### config.mk
export PLATFORM = sky130hd
export DESIGN_NAME = xy_input_conditioner_flat
export DESIGN_NICKNAME = d
export VERILOG_FILES = /design/src/rtl/xy_input_conditioner_pkg.sv /design/src/rtl/xy_input_conditioner_if.sv /design/src/rtl/xy_input_conditioner_btn_debounce.sv /design/src/rtl/xy_input_conditioner.sv /design/src/flat_wrapper.sv
export SDC_FILE = /design/constraint.sdc
export NUM_CORES = 1
export LEC_CHECK = 0
export BUFFER_PORTS_ARGS = -buffer_cell sky130_fd_sc_hd__buf_2
export CORE_MARGIN = 2
export CORE_UTILIZATION = 50
export CTS_BUF_LIST = sky130_fd_sc_hd__clkbuf_4 sky130_fd_sc_hd__clkbuf_8
export DETAILED_ROUTE_END_ITERATION = 16
export HOLD_SLACK_MARGIN = 0.02
export PLACE_DENSITY = 0.69
export SLEW_MARGIN = 40
export SYNTH_ARGS = -nofsm -noshare
export SYNTH_HDL_FRONTEND = slang
export SYNTH_SLANG_ARGS = --single-unit
### constraint.sdc
create_clock -name i_clk -period 2 [get_ports i_clk]
set_input_delay 0.3 -clock i_clk [delete_from_list [all_inputs] [get_ports i_clk]]
set_output_delay 0.3 -clock i_clk [all_outputs]
set_load 0.1 [all_outputs]
### src/rtl/xy_input_conditioner_pkg.sv
// Shared types for the xy input conditioner.
// Pair FSM encoding and synchroniser depth.
package xy_cond_pkg;

    localparam int SYNC_STAGES = 2;

    typedef enum logic [1:0] {
        IDLE = 2'd0,
        WAIT = 2'd1,
        EMIT = 2'd2
    } pair_state_e;

endpackage

### src/rtl/xy_input_conditioner_if.sv
// Event bundle from the input conditioner to the x/y FSM.
// master drives events and levels, slave consumes them.
interface xy_input_conditioner_if;

    logic o_x;
    logic o_y;
    logic o_step;
    logic o_x_lvl;
    logic o_y_lvl;
    logic o_pending;

    modport master (
        output o_x, o_y, o_step,
        output o_x_lvl, o_y_lvl, o_pending
    );

    modport slave (
        input o_x, o_y, o_step,
        input o_x_lvl, o_y_lvl, o_pending
    );

endinterface

### src/rtl/xy_input_conditioner_btn_debounce.sv
// Synchronise, debounce and edge-detect one active-low button.
// XY_AUTOREPEAT_EN adds a held-button repeat pulse.
module btn_debounce
    import xy_cond_pkg::*;
#(
    parameter int DEBOUNCE_CYCLES = 50000,
    parameter int CNT_W = 16
`ifdef XY_AUTOREPEAT_EN
    ,
    parameter int REPEAT_CYCLES = 25000000
`endif
) (
    input  logic i_clk,
    input  logic i_rst_n,
    input  logic i_raw_n,
    output logic o_lvl,
    output logic o_press
);

    logic [SYNC_STAGES-1:0] sync_q;
    logic [CNT_W-1:0] cnt_q;
    logic sample;
    logic lvl_q;
    logic lvl_d1;
    logic rise;

    always_ff @(posedge i_clk or negedge i_rst_n) begin
        if (!i_rst_n) begin
            sync_q <= '1;
        end else begin
            sync_q <= {sync_q[SYNC_STAGES-2:0], i_raw_n};
        end
    end

    assign sample = ~sync_q[SYNC_STAGES-1];

    always_ff @(posedge i_clk or negedge i_rst_n) begin
        if (!i_rst_n) begin
            cnt_q  <= '0;
            lvl_q  <= 1'b0;
            lvl_d1 <= 1'b0;
        end else begin
            lvl_d1 <= lvl_q;
            if (sample == lvl_q) begin
                cnt_q <= '0;
            end else if (cnt_q == CNT_W'(DEBOUNCE_CYCLES - 1)) begin
                cnt_q <= '0;
                lvl_q <= ~lvl_q;
            end else begin
                cnt_q <= cnt_q + 1'b1;
            end
        end
    end

    assign rise  = lvl_q & ~lvl_d1;
    assign o_lvl = lvl_q;

`ifdef XY_AUTOREPEAT_EN
    localparam int RW = $clog2(REPEAT_CYCLES + 1);

    logic [RW-1:0] rep_q;
    logic rep_hit;

    // Runs 1..REPEAT_CYCLES so the first repeat lands a full period after the press.
    always_ff @(posedge i_clk or negedge i_rst_n) begin
        if (!i_rst_n) begin
            rep_q <= '0;
        end else if (!lvl_q) begin
            rep_q <= '0;
        end else if (rep_q == RW'(REPEAT_CYCLES)) begin
            rep_q <= RW'(1);
        end else begin
            rep_q <= rep_q + 1'b1;
        end
    end

    assign rep_hit = lvl_q && (rep_q == RW'(REPEAT_CYCLES));
    assign o_press = rise | rep_hit;
`else
    assign o_press = rise;
`endif

endmodule

### src/rtl/xy_input_conditioner.sv
// Button pair merger: two debounced presses -> one x/y step event.
// Define XY_AUTOREPEAT_EN to re-issue presses while a button is held.
module xy_input_conditioner
    import xy_cond_pkg::*;
#(
    parameter int DEBOUNCE_CYCLES = 50000,
    parameter int PAIR_CYCLES = 2500,
    parameter int CNT_W = 16
`ifdef XY_AUTOREPEAT_EN
    ,
    parameter int REPEAT_CYCLES = 25000000
`endif
) (
    input  logic i_clk,
    input  logic i_rst_n,
    input  logic i_btn_x_n,
    input  logic i_btn_y_n,
    xy_input_conditioner_if.master evt
);

    pair_state_e state_q, state_d;
    logic [CNT_W-1:0] pcnt_q, pcnt_d;
    logic lx_q, lx_d;
    logic ly_q, ly_d;
    logic x_lvl, y_lvl;
    logic px, py;

    btn_debounce #(
        .DEBOUNCE_CYCLES(DEBOUNCE_CYCLES),
        .CNT_W(CNT_W)
`ifdef XY_AUTOREPEAT_EN
        ,
        .REPEAT_CYCLES(REPEAT_CYCLES)
`endif
    ) u_db_x (
        .i_clk(i_clk),
        .i_rst_n(i_rst_n),
        .i_raw_n(i_btn_x_n),
        .o_lvl(x_lvl),
        .o_press(px)
    );

    btn_debounce #(
        .DEBOUNCE_CYCLES(DEBOUNCE_CYCLES),
        .CNT_W(CNT_W)
`ifdef XY_AUTOREPEAT_EN
        ,
        .REPEAT_CYCLES(REPEAT_CYCLES)
`endif
    ) u_db_y (
        .i_clk(i_clk),
        .i_rst_n(i_rst_n),
        .i_raw_n(i_btn_y_n),
        .o_lvl(y_lvl),
        .o_press(py)
    );

    always_ff @(posedge i_clk or negedge i_rst_n) begin
        if (!i_rst_n) begin
            state_q <= IDLE;
            pcnt_q  <= '0;
            lx_q    <= 1'b0;
            ly_q    <= 1'b0;
        end else begin
            state_q <= state_d;
            pcnt_q  <= pcnt_d;
            lx_q    <= lx_d;
            ly_q    <= ly_d;
        end
    end

    always_comb begin
        state_d = state_q;
        pcnt_d  = pcnt_q;
        lx_d    = lx_q;
        ly_d    = ly_q;
        unique case (1'b1)
            state_q == IDLE: begin
                if (px && py) begin
                    state_d = EMIT;
                    lx_d    = 1'b1;
                    ly_d    = 1'b1;
                end else if (px || py) begin
                    state_d = WAIT;
                    lx_d    = px;
                    ly_d    = py;
                    pcnt_d  = '0;
                end
            end
            state_q == WAIT: begin
                // Only the not-yet-latched button can close the window early.
                if ((px && !lx_q) || (py && !ly_q)) begin
                    state_d = EMIT;
                    lx_d    = 1'b1;
                    ly_d    = 1'b1;
                end else if (pcnt_q == CNT_W'(PAIR_CYCLES - 1)) begin
                    state_d = EMIT;
                end else begin
                    pcnt_d = pcnt_q + 1'b1;
                end
            end
            state_q == EMIT: begin
                state_d = IDLE;
                pcnt_d  = '0;
                lx_d    = 1'b0;
                ly_d    = 1'b0;
            end
            default: begin
                state_d = IDLE;
                pcnt_d  = '0;
                lx_d    = 1'b0;
                ly_d    = 1'b0;
            end
        endcase
    end

    assign evt.o_step    = (state_q == EMIT);
    assign evt.o_x       = (state_q == EMIT) & lx_q;
    assign evt.o_y       = (state_q == EMIT) & ly_q;
    assign evt.o_pending = (state_q == WAIT);
    assign evt.o_x_lvl   = x_lvl;
    assign evt.o_y_lvl   = y_lvl;

endmodule

### src/flat_wrapper.sv
// flat-port wrapper written by rule: the top's interface ports become plain ports
module xy_input_conditioner_flat import xy_cond_pkg::*;
#(
    parameter int DEBOUNCE_CYCLES = 50000,
    parameter int PAIR_CYCLES = 2500,
    parameter int CNT_W = 16

)
  (i_clk, i_rst_n, i_btn_x_n, i_btn_y_n, evt_o_x, evt_o_y, evt_o_step, evt_o_x_lvl, evt_o_y_lvl, evt_o_pending);
  xy_input_conditioner_if evt_i ();
  input  logic i_clk;
  input  logic i_rst_n;
  input  logic i_btn_x_n;
  input  logic i_btn_y_n;
  output wire logic [$bits(evt_i.o_x)-1:0] evt_o_x;
  output wire logic [$bits(evt_i.o_y)-1:0] evt_o_y;
  output wire logic [$bits(evt_i.o_step)-1:0] evt_o_step;
  output wire logic [$bits(evt_i.o_x_lvl)-1:0] evt_o_x_lvl;
  output wire logic [$bits(evt_i.o_y_lvl)-1:0] evt_o_y_lvl;
  output wire logic [$bits(evt_i.o_pending)-1:0] evt_o_pending;
  assign evt_o_x = evt_i.o_x;
  assign evt_o_y = evt_i.o_y;
  assign evt_o_step = evt_i.o_step;
  assign evt_o_x_lvl = evt_i.o_x_lvl;
  assign evt_o_y_lvl = evt_i.o_y_lvl;
  assign evt_o_pending = evt_i.o_pending;
  xy_input_conditioner #(.DEBOUNCE_CYCLES(DEBOUNCE_CYCLES), .PAIR_CYCLES(PAIR_CYCLES), .CNT_W(CNT_W)) u_core (.i_clk(i_clk), .i_rst_n(i_rst_n), .i_btn_x_n(i_btn_x_n), .i_btn_y_n(i_btn_y_n), .evt(evt_i));
endmodule
# Word-level counts from Yosys, hierarchy flattened
# Cells that the tools add are included.
[op_classes]
n_addsub = 3
n_mux = 21
bitwise_logic = 12
eq_ne = 14
n_reduce_logical = 13
[op_table]
columns = ["op", "count"]
rows = [
  ["$mux W16", 8],
  ["$add A16 B1 Y16 const B", 3],
  ["$eq A16 B16 Y1 const B", 2],
  ["$pmux W16 S2", 1],
  ["$eq A16 B12 Y1 const B", 1],
  ["$mux W2", 4],
  ["$ne A2 B2 Y1 const B", 4],
  ["$not A1 Y1", 8],
  ["$reduce_and A2 Y1", 4],
  ["$mux W1", 5],
  ["$and A1 B1 Y1", 4],
  ["$pmux W1 S2", 2],
  ["$pmux W2 S2", 1],
  ["$reduce_and A4 Y1", 1],
  ["$logic_and A1 B1 Y1", 3],
  ["$ne A3 B1 Y1 const B", 1],
  ["$ne A3 B3 Y1 const B", 1],
  ["$eq A1 B1 Y1", 2],
  ["$eq A2 B1 Y1 const B", 1],
  ["$eq A2 B2 Y1 const B", 1],
  ["$logic_not A1 Y1", 2],
  ["$logic_not A2 Y1", 1],
  ["$logic_or A1 B1 Y1", 2],
  ["$ne A2 B1 Y1 const B", 1],
]
[word_totals]
in_bits = 4
reg_bits = 60
wordCells = 75
out_inout_bits = 6

# Logic depth before layout (Yosys ltp)
# Gate-level depths: netlist of run 1.
[depth]
word_depth = 6
ltp_mapped = 7
depth_no_buf = 5

# By module
# Synthesis of run 1 repeated with hierarchy kept, for this count alone.
[hier_totals]
hier_cells = 311
hier_area_um2 = 3051.7
[by_module_without_submodules]
columns = ["mod", "seq_area_each_um2", "cells_each", "n_inst", "area_each_um2"]
rows = [
  ["btn_debounce", 503.0, 87, 2, 922.1],
  ["xy_input_conditioner", 500.5, 137, 1, 1207.4],
]

# Worst setup path before layout of run 1
# No wires, ideal clock.
[synth_timing]
path_kind = "register -> register"
startpoint = "register u_core.u_db_x.lvl_q, in the netlist u_core.u_db_x.o_lvl"
endpoint = "register u_core.pcnt_q[4]"
arrival_ns = 2.088
path_buffers = 0
setup_ns = 0.122
path_slack_ns = -0.209
stages_incl_launch_ff = 5
required_time_ns = 1.878
period_less_slack_ns = 2.209
cell_sequence = "dfrtp_1 -> nor3b_1 -> or3_1 -> or3_1 -> a32o_1"
[synth_between]
elab_chain_len = 5
elab_cells_between_ends = 9
cone_classes = "eq/ne (3); bitwise (1); reduce/logical (5)"
[synth_lines]
columns = ["element", "line", "source"]
rows = [
  ["start: declaration", "xy_input_conditioner_btn_debounce.sv:23", "logic lvl_q;"],
  ["start signal: assignment", "xy_input_conditioner_btn_debounce.sv:48", "lvl_q <= ~lvl_q;"],
  ["$and A1 B1 Y1 *", "xy_input_conditioner_btn_debounce.sv:55", "assign rise = lvl_q & ~lvl_d1;"],
  ["$logic_and A1 B1 Y1", "xy_input_conditioner.sv:92", "if ((px && !lx_q) || (py && !ly_q)) begin"],
  ["$logic_or A1 B1 Y1", "xy_input_conditioner.sv:92", ""],
  ["$ne A2 B2 Y1 (no source line)", "--", ""],
  ["$reduce_and A4 Y1 (no source line) *", "--", ""],
  ["end signal: assignment", "xy_input_conditioner.sv:66", "pcnt_q <= pcnt_d;"],
  ["end: declaration", "xy_input_conditioner.sv:22", "logic [CNT_W-1:0] pcnt_q, pcnt_d;"],
]
# Mark *: on every way between the ends. The rest lies on a longest branch, timed or not.
# A chain may end at the register's enable or synchronous reset.

# Final worst setup path of run 1
[layout_timing]
startpoint = "register u_core.pcnt_q[13]"
endpoint = "register u_core.pcnt_q[6]"
[layout_between]
elab_chain_len = 3
[layout_lines]
columns = ["element", "line", "source"]
rows = [
  ["$eq A16 B12 Y1", "xy_input_conditioner.sv:96", "end else if (pcnt_q == CNT_W'(PAIR_CYCLES - 1)) begin"],
  ["$ne A2 B2 Y1 (no source line)", "--", ""],
  ["$reduce_and A4 Y1 (no source line)", "--", ""],
]
# Every way passes these cells.

==> qor.csv, run 1 <==
stage;metric;value;unit
status;run_status;complete, but fails checks;
status;violations;negative setup slack;
yosys;synth_cell_types;50;
power_and_ir_drop;p_leak;1.47;nW
yosys;synth_edf_count;0;
power_and_ir_drop;combPwrFrac;2.7;%
power_and_ir_drop;ir_worst_vdd;430;µV
worst_hold_path;hold_class;in2reg;
timing;hold_viol;0;
global_routing;grt_pass1_vias;2381;
global_routing;antenna_found_initial;0;
clock_network;cts.clk_slew.worst_paths;80;ps
detailed_routing;vias_per_cell;5.88;
global_routing;grt_max_degree;61;
cells_and_area;layout.cells.non_filler;426;
critical_path;r2r_slack;-30;ps
power_and_ir_drop;cell_internal_pwr;0.00172;W
placement;portBuffers;9;
yosys;ys.flop_type;dfrtp_1;
critical_path;path_cells;or4_4 > or4_4 > buf_8 > a31oi_1 > a31oi_1;
yosys;yosys-top-cells-count;dfrtp_1 (56), nor2_1 (42), xnor2_1 (21);
yosys;ys_seq_area_share;50.0;%
critical_path;cp_slowest_cell;or4_4;
placement;gp_congestion;0.816;
detailed_routing;ant_nets;0;
clock_network;cts_tree;yes;
critical_path;required;2220;ps
placement;dpl_cell_area;3340;µm²
die;dieArea;6660;µm²
timing;fin_skew;9.35;ps
detailed_routing;vias;2506;
die;core_area;5890;µm²
yosys;netlist.area_leader.share;46.6;%
clock_network;cts.sinks;60;
timing;fin_crit;2030;ps
cells_and_area;final_nets;353;
timing;fin_crit_sh;101;%
critical_path;r2r-start;u_core.pcnt_q[13]$_DFFE_PN0P_;
critical_path;crit_path_start_kind;flip-flop;
power_and_ir_drop;seqPwrFrac;54.0;%
yosys;syn-num-nets;312;
detailed_routing;wl;6.34;mm
yosys;synth_top_cell_by_area;dfrtp_1;
power_and_ir_drop;power.switching;0.000581;W
yosys;syn_inst;305;
timing;final-setup-viol-count;12;
cells_and_area;layout-drive-gt1-share;21.9;%
global_routing;grt.met1_usage;28.4;%
yosys;synth_area_leaders;dfrtp_1 (47%), xnor2_1 (6.1%), nor2_1 (5.2%);
timing;fin_hold_ws;48.9;ps
critical_path;worstSetupEndpointType;flip-flop;
detailed_routing;drtPass1Iterations;4;
cells_and_area;syn2layout_area_growth;20.6;%
cells_and_area;utilization;61.7;%
critical_path;rr_endpoint;u_core.pcnt_q[6]$_DFFE_PN0P_;
die;chipHeight;81.6;µm
yosys;async_reset_ff_share;100;%
global_routing;gr-max-usage-layer;met2;
critical_path;rr_worst_depth;5;
global_routing;met2_usage;34.3;%
clock_network;clk_path_buf_depth;2;
detailed_routing;drc;0;
cells_and_area;n_antenna_cell;0;
critical_path;arrival;2250;ps
die;pin_count;10;
global_routing;grt_pass1_wl;11.0;mm
power_and_ir_drop;switching_share;25.3;%
global_routing;gr-total-overflow;0;
worst_hold_path;hold_depth;1;
die;start_util;51.1;%
critical_path;crit_path_start;u_core.pcnt_q[13]$_DFFE_PN0P_;
die;die_w;81.6;µm
clock_network;worstSkewPairLatency;350;ps
timing;relSlewSlack;64.1;%
critical_path;cp_max_fo;8;
yosys;synth_area_per_cell;9.87;µm²
timing;fin_ws;-28.4;ps
clock_network;cts_inserted_buffers;9;
placement;placedCellCount;408;
job;maxCapViolations;0;
critical_path;criticalPathCategory;reg2reg;
global_routing;grt_usage;21.6;%
yosys;synth_most_common_cell;dfrtp_1;
placement;pre_cts_slack;-143;ps
critical_path;cpPeakStageDelay;610;ps
yosys;syn_area;3010;µm²
clock_network;ctsRootBufferMaster;clkbuf_8;
yosys;ys_ff_latch;60;
detailed_routing;dr.first_iter.drc_count;208;
power_and_ir_drop;powerDensity;632;nW/µm²
placement;hpwl;4.27;mm
cells_and_area;stdcell_area;3630;µm²
global_routing;use_met3;4.07;%
timing;tightest_slew;534;ps
worst_hold_path;min_to;u_core.u_db_y.sync_q[0]$_DFF_PN1_;
clock_network;cts_htree_levels;3;
power_and_ir_drop;p_clk_share;43.3;%
worst_hold_path;min_from;i_btn_y_n;
timing;max_freq;0.493;GHz
yosys;yosysWarningCount;0;
timing;drv_slew;0;
detailed_routing;wl_per_cell;14.9;µm
die;num_rows;28;
timing;rsz0062_at_grt;yes;
==> timing repair <==
| item | CTS | global route |
|---|---|---|
| setup endpoints to repair | 17 | 18 |
| hold endpoints to repair | 56 | 0 |
| pin swaps | 2 | 4 |
| buffers inserted | 1 | 0 |
| hold buffers | 1 | 0 |
| resized for setup | 5 | 9 |
==> critical path, delay by kind of cell, from the launching register on <==
family	cells	cell delay (ps)
simple gates	2	1150
buf+inv	1	180
flops	1	380
compound gates	2	180
==> how the worst max path moves through the flow <==
stage	to	slack (ps)	cells past startpoint
after floorplan	u_core.pcnt_q[5]$_DFFE_PN0P_	-50	6
after global placement	u_core.pcnt_q[5]$_DFFE_PN0P_	-100	5
after detailed placement	u_core.pcnt_q[14]$_DFFE_PN0P_	-140	5
after CTS	u_core.pcnt_q[5]$_DFFE_PN0P_	7	5
after global routing	u_core.pcnt_q[11]$_DFFE_PN0P_	-70	7
final	u_core.pcnt_q[6]$_DFFE_PN0P_	-30	5
==> cell usage in the layout, fill, tap and decap left out, types with 3 or more instances in the layout <==
master	instances
xnor2_1	21
nand4_1	13
a31oi_1	12
buf_2	8
nor4_1	7
dfstp_2	4
inv_6	3
dfrtp_1	54
a21oi_1	4
nor4bb_1	4
nor3_1	12
inv_1	8
a41oi_2	3
nand2b_1	3
buf_4	26
xor2_1	8
nor2_1	41
o21ai_0	7
nand2_1	18
nand3_1	17
ha_1	3
a31oi_4	3
and3_1	7
clkbuf_8	9
or3_1	4
a21o_1	3
==> flip-flops by register name (all words and copies together), names as in the netlist <==
| name | flops |
|---|---|
| u_core.u_db_x.o_lvl | 1 |
| u_core.pcnt_q | 16 |
| u_core.ly_q | 1 |
| u_core.u_db_x.lvl_d1 | 1 |
| u_core.state_q | 2 |
| u_core.u_db_y.sync_q | 2 |
| u_core.u_db_y.lvl_d1 | 1 |
| u_core.u_db_y.o_lvl | 1 |
| u_core.lx_q | 1 |
| u_core.u_db_x.sync_q | 2 |
| u_core.u_db_y.cnt_q | 16 |
| u_core.u_db_x.cnt_q | 16 |
==> power by group through the flow <==
stage | clock [W] | sequential (W) | combinational (W)
2_1_floorplan | 0 | 0.00126 | 0.0000222
3_3_place_gp | 0 | 0.00126 | 0.0000616
3_5_place_dp | 0 | 0.00126 | 0.0000625
4_1_cts | 0.00103 | 0.00124 | 0.0000639
5_1_grt | 0.00107 | 0.00124 | 0.0000720
6_report | 0.000994 | 0.00124 | 0.0000612
==> logic make-up after synthesis <==
| logic type | after synthesis | share of synthesized area, % |
|---|---|---|
| and+or+nand+nor | 147 | 26.0 |
| xor gates and xnor gates | 29 | 8.44 |
| muxes | 2 | 0.665 |
| adders and majority gates | 3 | 1.25 |
| AOI/OAI and AO/OA | 47 | 11.1 |
| DFF | 60 | 50.0 |
| buffers and inverters | 17 | 2.58 |
==> final cells by class <==
type                            instances  area (µm²)
Tap cell                               75        93.8
Sequential cell                        60        1510
Inverter                                9        35.0
Clock inverter                          7        58.8
Multi-Input combinational cell        228        1510
Timing Repair Buffer                   38         300
Clock buffer                            9         124
Fill cell                             489        2250
==> per-stage QoR <==
stage	total power [W]	setup TNS (ps)
6_report	0.00230	-211
3_3_place_gp	0.00132	-935
2_1_floorplan	0.00128	-399
3_5_place_dp	0.00133	-1620
4_1_cts	0.00233	0
5_1_grt	0.00239	-687
==> per-layer routing <==
metal  up-vias  share of wire [%]
li1       1205                  -
met5         -                  0
met2        52                 48
met1      1238                 46
met3        11                4.5
met4         0                1.8
Power figures use the tool's default switching activity.
==> run 2: changes to the inputs <==
CELL_PAD_IN_SITES_DETAIL_PLACEMENT = 0   (was unset)
CELL_PAD_IN_SITES_GLOBAL_PLACEMENT = 2   (was unset)
CORE_UTILIZATION = 38   (was 50)
PLACE_DENSITY = unset   (was 0.69)
PLACE_DENSITY_LB_ADDON = 0.1   (was unset)
==> qor.csv, run 2 (synthesis results as in run 1) <==
stage;metric;value;unit;change
status;run_status;complete, but fails checks;;
status;violations;negative setup slack;;
placement;placedCellCount;442;;+8.3%
critical_path;crit_path_start;u_core.pcnt_q[13]$_DFFE_PN0P_;;
timing;hold_viol;0;;unchanged
die;dieArea;8650;µm²;+30%
worst_hold_path;hold_class;in2reg;;
clock_network;clk_path_buf_depth;2;;unchanged
timing;max_freq;0.498;GHz;+1.0%
global_routing;gr-total-overflow;0;;unchanged
global_routing;grt_max_degree;29;;-52%
cells_and_area;multi_input_area;1470;µm²;-2.4%
global_routing;grt_pass1_vias;2413;;+1.3%
power_and_ir_drop;cell_internal_pwr;0.00195;W;+14%
timing;final-setup-viol-count;3;;-9
global_routing;grt_pass1_wl;12.2;mm;+11%
detailed_routing;vias;2460;;-1.8%
cells_and_area;layout.cells.non_filler;459;;+7.7%
detailed_routing;vias_per_cell;5.36;;-8.9%
detailed_routing;drtPass1Iterations;5;;+1
placement;gp_congestion;0.825;;+1.2%
power_and_ir_drop;p_leak;1.52;nW;+3.1%
power_and_ir_drop;powerDensity;677;nW/µm²;+7.1%
timing;fin_hold_ws;53.7;ps;+4.80 ps
job;maxCapViolations;0;;unchanged
critical_path;r2r-start;u_core.pcnt_q[13]$_DFFE_PN0P_;;
timing;rsz0062_at_grt;yes;;
die;die_w;93.0;µm;+14%
placement;hpwl;4.84;mm;+13%
detailed_routing;dr.first_iter.drc_count;85;;-59%
clock_network;cts_htree_levels;3;;unchanged
clock_network;cts_tree;yes;;
critical_path;required;2220;ps;about the same
critical_path;crit_path_start_kind;flip-flop;;
critical_path;rr_endpoint;u_core.pcnt_q[2]$_DFFE_PN0P_;;
critical_path;cp_max_fo;5;;-3
timing;relSlewSlack;62.5;%;-1.6 points
cells_and_area;nFillCells;752;;+54%
critical_path;endpoint;u_core.pcnt_q[2]$_DFFE_PN0P_;;
global_routing;grt_usage;18.0;%;-3.5 points
die;pin_count;10;;unchanged
critical_path;arrival;2230;ps;-20 ps
clock_network;cts.sinks;60;;unchanged
power_and_ir_drop;power;0.00251;W;+9.3%
power_and_ir_drop;switching_share;22.4;%;-2.9 points
detailed_routing;wl_per_cell;15.3;µm;+2.9%
clock_network;cts.clk_slew.worst_paths;80;ps;about the same
critical_path;path_common_cell;or4_4;;
critical_path;cpPeakStageDelay;600;ps;about the same
cells_and_area;n_antenna_cell;0;;unchanged
detailed_routing;ant_nets;0;;unchanged
critical_path;path_delay_family;simple AND/OR/NAND/NOR gates;;
critical_path;criticalPathCategory;reg2reg;;
detailed_routing;drc;0;;unchanged
timing;drv_slew;0;;unchanged
die;chipHeight;93.0;µm;+14%
cells_and_area;syn2layout_area_growth;23.1;%;
detailed_routing;wl;7.02;mm;+11%
cells_and_area;utilization;48.2;%;-13 points
cells_and_area;final_nets;359;;+1.7%
clock_network;cts_inserted_buffers;9;;unchanged
timing;fin_crit_sh;100;%;-1.1 points
cells_and_area;layout_common_cells;dfrtp_1 (54), nor2_1 (41), buf_4 (31);;
cells_and_area;layout-drive-gt1-share;22.4;%;+0.47 points
power_and_ir_drop;p_clk_share;48.0;%;+4.7 points
power_and_ir_drop;power.switching;0.000563;W;-3.2%
timing;tightest_slew;557;ps;+23.1 ps
clock_network;ctsRootBufferMaster;clkbuf_8;;
power_and_ir_drop;seqPwrFrac;49.5;%;-4.5 points
timing;fin_skew;10.7;ps;+1.31 ps
cells_and_area;layout_commonest_cell;dfrtp_1;;
global_routing;antenna_found_initial;0;;unchanged
timing;fin_ws;-7.37;ps;+21.0 ps
die;start_util;39.2;%;-12 points
power_and_ir_drop;ir_worst_vdd;433;µV;+0.72%
critical_path;worstSetupEndpointType;flip-flop;;
placement;portBuffers;9;;unchanged
power_and_ir_drop;combPwrFrac;2.6;%;about the same
critical_path;path_depth;4;;-1
critical_path;crit_buf_inv;0;;-1
die;core_area;7690;µm²;+31%
critical_path;r2r_slack;-7;ps;+20 ps
cells_and_area;reg_top3;u_core.pcnt_q x16, u_core.u_db_x.cnt_q x16, u_core.u_db_y.cnt_q x16;;
critical_path;rr_worst_depth;4;;-1
critical_path;cp_slowest_cell;or4_4;;
cells_and_area;regArea;1510;µm²;unchanged
timing;fin_crit;2010;ps;-21.0 ps
critical_path;path_cells;or4_4 > or4_4 > and2_4 > a32o_1;;
die;num_rows;32;;+14%
clock_network;worstSkewPairLatency;340;ps;about the same
[run 2: cell types whose count changed in the layout (fill, tap and decap cells not counted), sizes merged]
cell | before | now
bufinv | 0 | 2
clkinv | 3 | 5
clkinvlp | 2 | 1
inv | 11 | 8
buf | 37 | 43
[run 2: worst min path at each step]
stage	start	end	slack, ps	depth (start not counted)
global route	i_btn_y_n	u_core.u_db_y.sync_q[0]$_DFF_PN1_	30	1
CTS	i_btn_y_n	u_core.u_db_y.sync_q[0]$_DFF_PN1_	40	1
detailed placement	i_rst_n	u_core.u_db_y.o_lvl$_DFFE_PN0P_	290	1
finish	i_btn_y_n	u_core.u_db_y.sync_q[0]$_DFF_PN1_	50	1
floorplan	i_rst_n	u_core.lx_q$_DFFE_PN0P_	4	0
global placement	i_rst_n	u_core.u_db_y.o_lvl$_DFFE_PN0P_	280	1
[run 2: area by class of cell]
| cell class | instances | area share (%) |
|---|---|---|
| Inverter | 9 | 0.945 |
| Clock buffer | 9 | 3.34 |
| Multi-Input combinational cell | 228 | 39.8 |
| Timing Repair Buffer | 44 | 9.32 |
| Sequential cell | 60 | 40.7 |
| Tap cell | 102 | 3.44 |
| Clock inverter | 7 | 2.46 |
[run 2: per-layer routing]
| layer | GRT usage (%) | part of all wire [%] | vias to the layer above |
|---|---|---|---|
| met2 | 27.4 | 46 | 37 |
| li1 | - | - | 1213 |
| met3 | 3.14 | 2.8 | 9 |
| met1 | 25.2 | 49 | 1201 |
| met5 | 0 | 0 | - |
| met4 | 8.21 | 2.0 | 0 |
[run 2: repair_timing]
action / 4_1_cts / 5_1_grt
hold buffers: 1 / 0
buffers inserted: 0 / 0
hold endpoints to repair: 16 / 0
resized for setup: 3 / 7
setup endpoints to repair: 16 / 16
pin swaps: 1 / 3
[run 2: power by group through the flow]
stage	Sequential [W]	Clock, W	Combinational (W)
global route	0.00124	0.00130	0.0000757
floorplan	0.00126	0	0.0000222
CTS	0.00124	0.00123	0.0000680
global placement	0.00126	0	0.0000656
finish	0.00124	0.00120	0.0000648
detailed placement	0.00126	0	0.0000665
[run 2: through the flow]
| step | TNS (ps) | cell area, µm² | setup slack, ps |
|---|---|---|---|
| floorplan | -399 | 3020 | -51.4 |
| global placement | -548 | 3430 | -71.9 |
| detailed placement | -951 | 3430 | -85.4 |
| CTS | -36.8 | 3660 | -15.0 |
| global route | -687 | 3710 | -62.5 |
| finish | -9.38 | 3710 | -7.37 |
==> run 3: changes to the inputs <==
ABC_AREA = 1   (was unset)
CORE_UTILIZATION = 34   (was 38)
SETUP_SLACK_MARGIN = 0.2   (was unset)
==> qor.csv, run 3 <==
stage;metric;value;unit;change
status;run_status;finished clean;;
yosys;synth_top_family_by_area;simple AND/OR/NAND/NOR gates;;
die;start_util;34.8;%;-4.4 points
clock_network;worstSkewPairLatency;340;ps;about the same
cells_and_area;layout-drive-gt1-share;16.0;%;-6.4 points
timing;relSlewSlack;67.9;%;+5.4 points
yosys;ys_ff_latch;60;;unchanged
critical_path;r2r-start;u_core.u_db_x.cnt_q[0]$_DFF_PN0_;;
yosys;async_reset_ff_share;100;%;unchanged
global_routing;grt_pass1_vias;2744;;+14%
critical_path;rr_worst_depth;8;;+4
yosys;synth_most_common_cell;nand2_1;;
yosys;synth-compound-area-share;7.39;%;-3.7 points
critical_path;arrival;1360;ps;-870 ps
critical_path;rr_endpoint;u_core.u_db_x.cnt_q[11]$_DFF_PN0_;;
die;num_rows;36;;+13%
cells_and_area;regArea;1510;µm²;unchanged
timing;hold_viol;0;;unchanged
cells_and_area;final_nets;477;;+33%
critical_path;criticalPathCategory;reg2out;;
clock_network;ctsRootBufferMaster;clkbuf_8;;
timing;fin_crit;1660;ps;-343 ps
yosys;synth_cell_types;28;;-44%
clock_network;cts.clk_slew.worst_paths;70;ps;about the same
global_routing;grt_pass1_wl;13.6;mm;+12%
die;pin_count;10;;unchanged
yosys;muxShareOfSynthArea;0;%;-0.67 points
cells_and_area;layout_common_cells;nand2_1 (110), nor2_1 (85), dfrtp_1 (54);;
die;chipHeight;104;µm;+11%
global_routing;antenna_found_initial;0;;unchanged
clock_network;cts.sinks;60;;unchanged
clock_network;post_cts_buffers;0;;unchanged
critical_path;worstSetupEndpointType;primary output;;
job;maxCapViolations;0;;unchanged
critical_path;r2r_slack;420;ps;+430 ps
timing;final-setup-viol-count;0;;-3
detailed_routing;vias_per_cell;4.58;;-15%
global_routing;grt.met1_usage;22.2;%;-3.0 points
yosys;synth_top_cell_by_area;dfrtp_1;;
worst_hold_path;hold_class;in2reg;;
worst_hold_path;min_from;i_btn_y_n;;
critical_path;path_delay_family;flip-flops;;
global_routing;grt_usage;15.7;%;-2.4 points
clock_network;cts_inserted_buffers;9;;unchanged
global_routing;gr-max-usage-layer;met2;;
timing;max_freq;0.601;GHz;+21%
die;core_area;9680;µm²;+26%
critical_path;cp_slowest_cell;dfrtp_1;;
cells_and_area;multi_input_area;1630;µm²;+11%
clock_network;clk_path_buf_depth;2;;unchanged
cells_and_area;stdcell_area;3820;µm²;+3.1%
die;dieArea;10700;µm²;+24%
critical_path;cpPeakStageDelay;430;ps;-170 ps
global_routing;grt_max_degree;37;;+28%
yosys;synth_edf_count;0;;unchanged
detailed_routing;dr.first_iter.drc_count;136;;+60%
cells_and_area;layout_commonest_cell;nand2_1;;
worst_hold_path;min_to;u_core.u_db_y.sync_q[0]$_DFF_PN1_;;
yosys;yosysWarningCount;0;;unchanged
placement;portBuffers;9;;unchanged
yosys;ys.flop_type;dfrtp_1;;
yosys;yosys-top-cells-count;nand2_1 (110), nor2_1 (86), dfrtp_1 (56);;
yosys;synth_xor_area_share;2.86;%;-5.6 points
global_routing;met2_usage;23.5;%;-3.9 points
placement;gp_congestion;0.788;;-4.5%
yosys;syn-num-nets;456;;+46%
timing;drv_slew;0;;unchanged
critical_path;crit_path_start_kind;flip-flop;;
cells_and_area;syn2layout_area_growth;13.4;%;
timing;rsz0062_at_grt;no;;
power_and_ir_drop;power;0.00231;W;-7.8%
yosys;yosys.area_share.simple;36.7;%;+11 points
critical_path;path_cells;inv_1 > and3_1 > buf_4;;
power_and_ir_drop;powerDensity;606;nW/µm²;-11%
cells_and_area;nFillCells;1048;;+39%
yosys;synth_area_per_cell;7.51;µm²;-24%
placement;dpl_cell_area;3620;µm²;+5.7%
critical_path;crit_buf_inv;2;;+2
detailed_routing;wl;7.62;mm;+8.5%
placement;hpwl;5.54;mm;+15%
cells_and_area;n_antenna_cell;0;;unchanged
clock_network;cts_tree;yes;;
detailed_routing;vias;2783;;+13%
yosys;synthAdderAreaFrac;1.11;%;-0.13 points
detailed_routing;wl_per_cell;12.5;µm;-18%
global_routing;use_met3;2.58;%;-0.56 points
die;die_w;104;µm;+11%
power_and_ir_drop;p_leak;1.66;nW;+9.1%
detailed_routing;drtPass1Iterations;5;;unchanged
critical_path;cp_max_fo;4;;-1
yosys;ys_seq_area_share;44.7;%;-5.3 points
critical_path;crit_path_start;u_core.state_q[0]$_DFFE_PN0P_;;
yosys;syn_area;3370;µm²;+12%
detailed_routing;ant_nets;0;;unchanged
cells_and_area;reg_top3;u_core.pcnt_q x16, u_core.u_db_x.cnt_q x16, u_core.u_db_y.cnt_q x16;;
yosys;synth_area_leaders;dfrtp_1 (42%), nand2_1 (12%), nor2_1 (9.6%);;
timing;tightest_slew;485;ps;-72.4 ps
critical_path;required;1700;ps;-520 ps
power_and_ir_drop;ir_worst_vdd;304;µV;-30%
detailed_routing;drc;0;;unchanged
cells_and_area;utilization;39.5;%;-8.8 points
clock_network;cts_htree_levels;3;;unchanged
timing;fin_skew;9.93;ps;-0.735 ps
yosys;netlist.area_leader.share;41.6;%;-5.0 points
yosys;syn_inst;449;;+47%
timing;fin_crit_sh;83.2;%;-17 points
worst_hold_path;hold_depth;1;;unchanged
global_routing;gr-total-overflow;0;;unchanged
run 3: kinds of logic (layout without fill, tap and decap cells):
group	after synthesis	in the layout
adders and majority gates	3	3
DFF	60	60
and+or+nand+nor	279	279
buffers and inverters	58	84
AOI/OAI and AO/OA	38	38
xor gates and xnor gates	11	11
run 3: area by class of cell:
| cell class | instances | area share, % |
|---|---|---|
| multi-input cells | 331 | 42.6 |
| flip-flops and latches | 60 | 39.5 |
| inverters | 53 | 5.21 |
| well taps | 133 | 4.35 |
| clock buffers | 11 | 3.80 |
| repair buffers | 15 | 3.77 |
| clock inverters | 5 | 0.753 |
run 3: worst max-delay path by stage:
stage,end,slack (ps),cells after the start
floorplan,evt_o_y,-30,2
global placement,u_core.u_db_x.cnt_q[11]$_DFF_PN0_,360,8
detailed placement,u_core.u_db_x.cnt_q[11]$_DFF_PN0_,370,8
CTS,evt_o_pending,240,3
global route,u_core.pcnt_q[8]$_DFFE_PN0P_,210,7
finish,evt_o_x,340,3
run 3: metrics by stage:
step	cells	hold WS (ps)	TNS [ps]	worst slack (ps)
after floorplan	449	4.41	-25.2	-25.2
after global placement	591	300	0	361
after detailed placement	591	299	0	371
after CTS	608	31.9	0	244
after global routing	608	26.7	0	210
final	608	48.3	0	336
run 3: where the power goes:
part | internal (W) | switching [W] | total (W) | leakage, nW
sequential | 0.00123 | 0.00000907 | 0.00124 | 0.816
combinational | 0.0000260 | 0.0000501 | 0.0000761 | 0.743
clock | 0.000491 | 0.000509 | 0.00100 | 0.0963
run 3: layer usage:
| metal | vias up | share of wire [%] |
|---|---|---|
| li1 | 1477 | - |
| met4 | 0 | 2.3 |
| met5 | - | 0 |
| met1 | 1245 | 51 |
| met2 | 44 | 44 |
| met3 | 17 | 3.0 |
run 3: worst reg2reg max path, cell delays in order, from the launching register on:
cell	delay, ps
dfrtp_1	390
ha_1	220
nand3_1	180
nor2_1	80
nand2_1	120
nand2_2	150
inv_1	190
o21ai_0	110
nor2_1	90
run 3: what timing repair did:
action | in CTS | in global routing
resized for setup | 3 | 2
endpoints found under the setup margin | 3 | 2
hold buffers | 1 | 0
hold endpoints to repair | 56 | 0
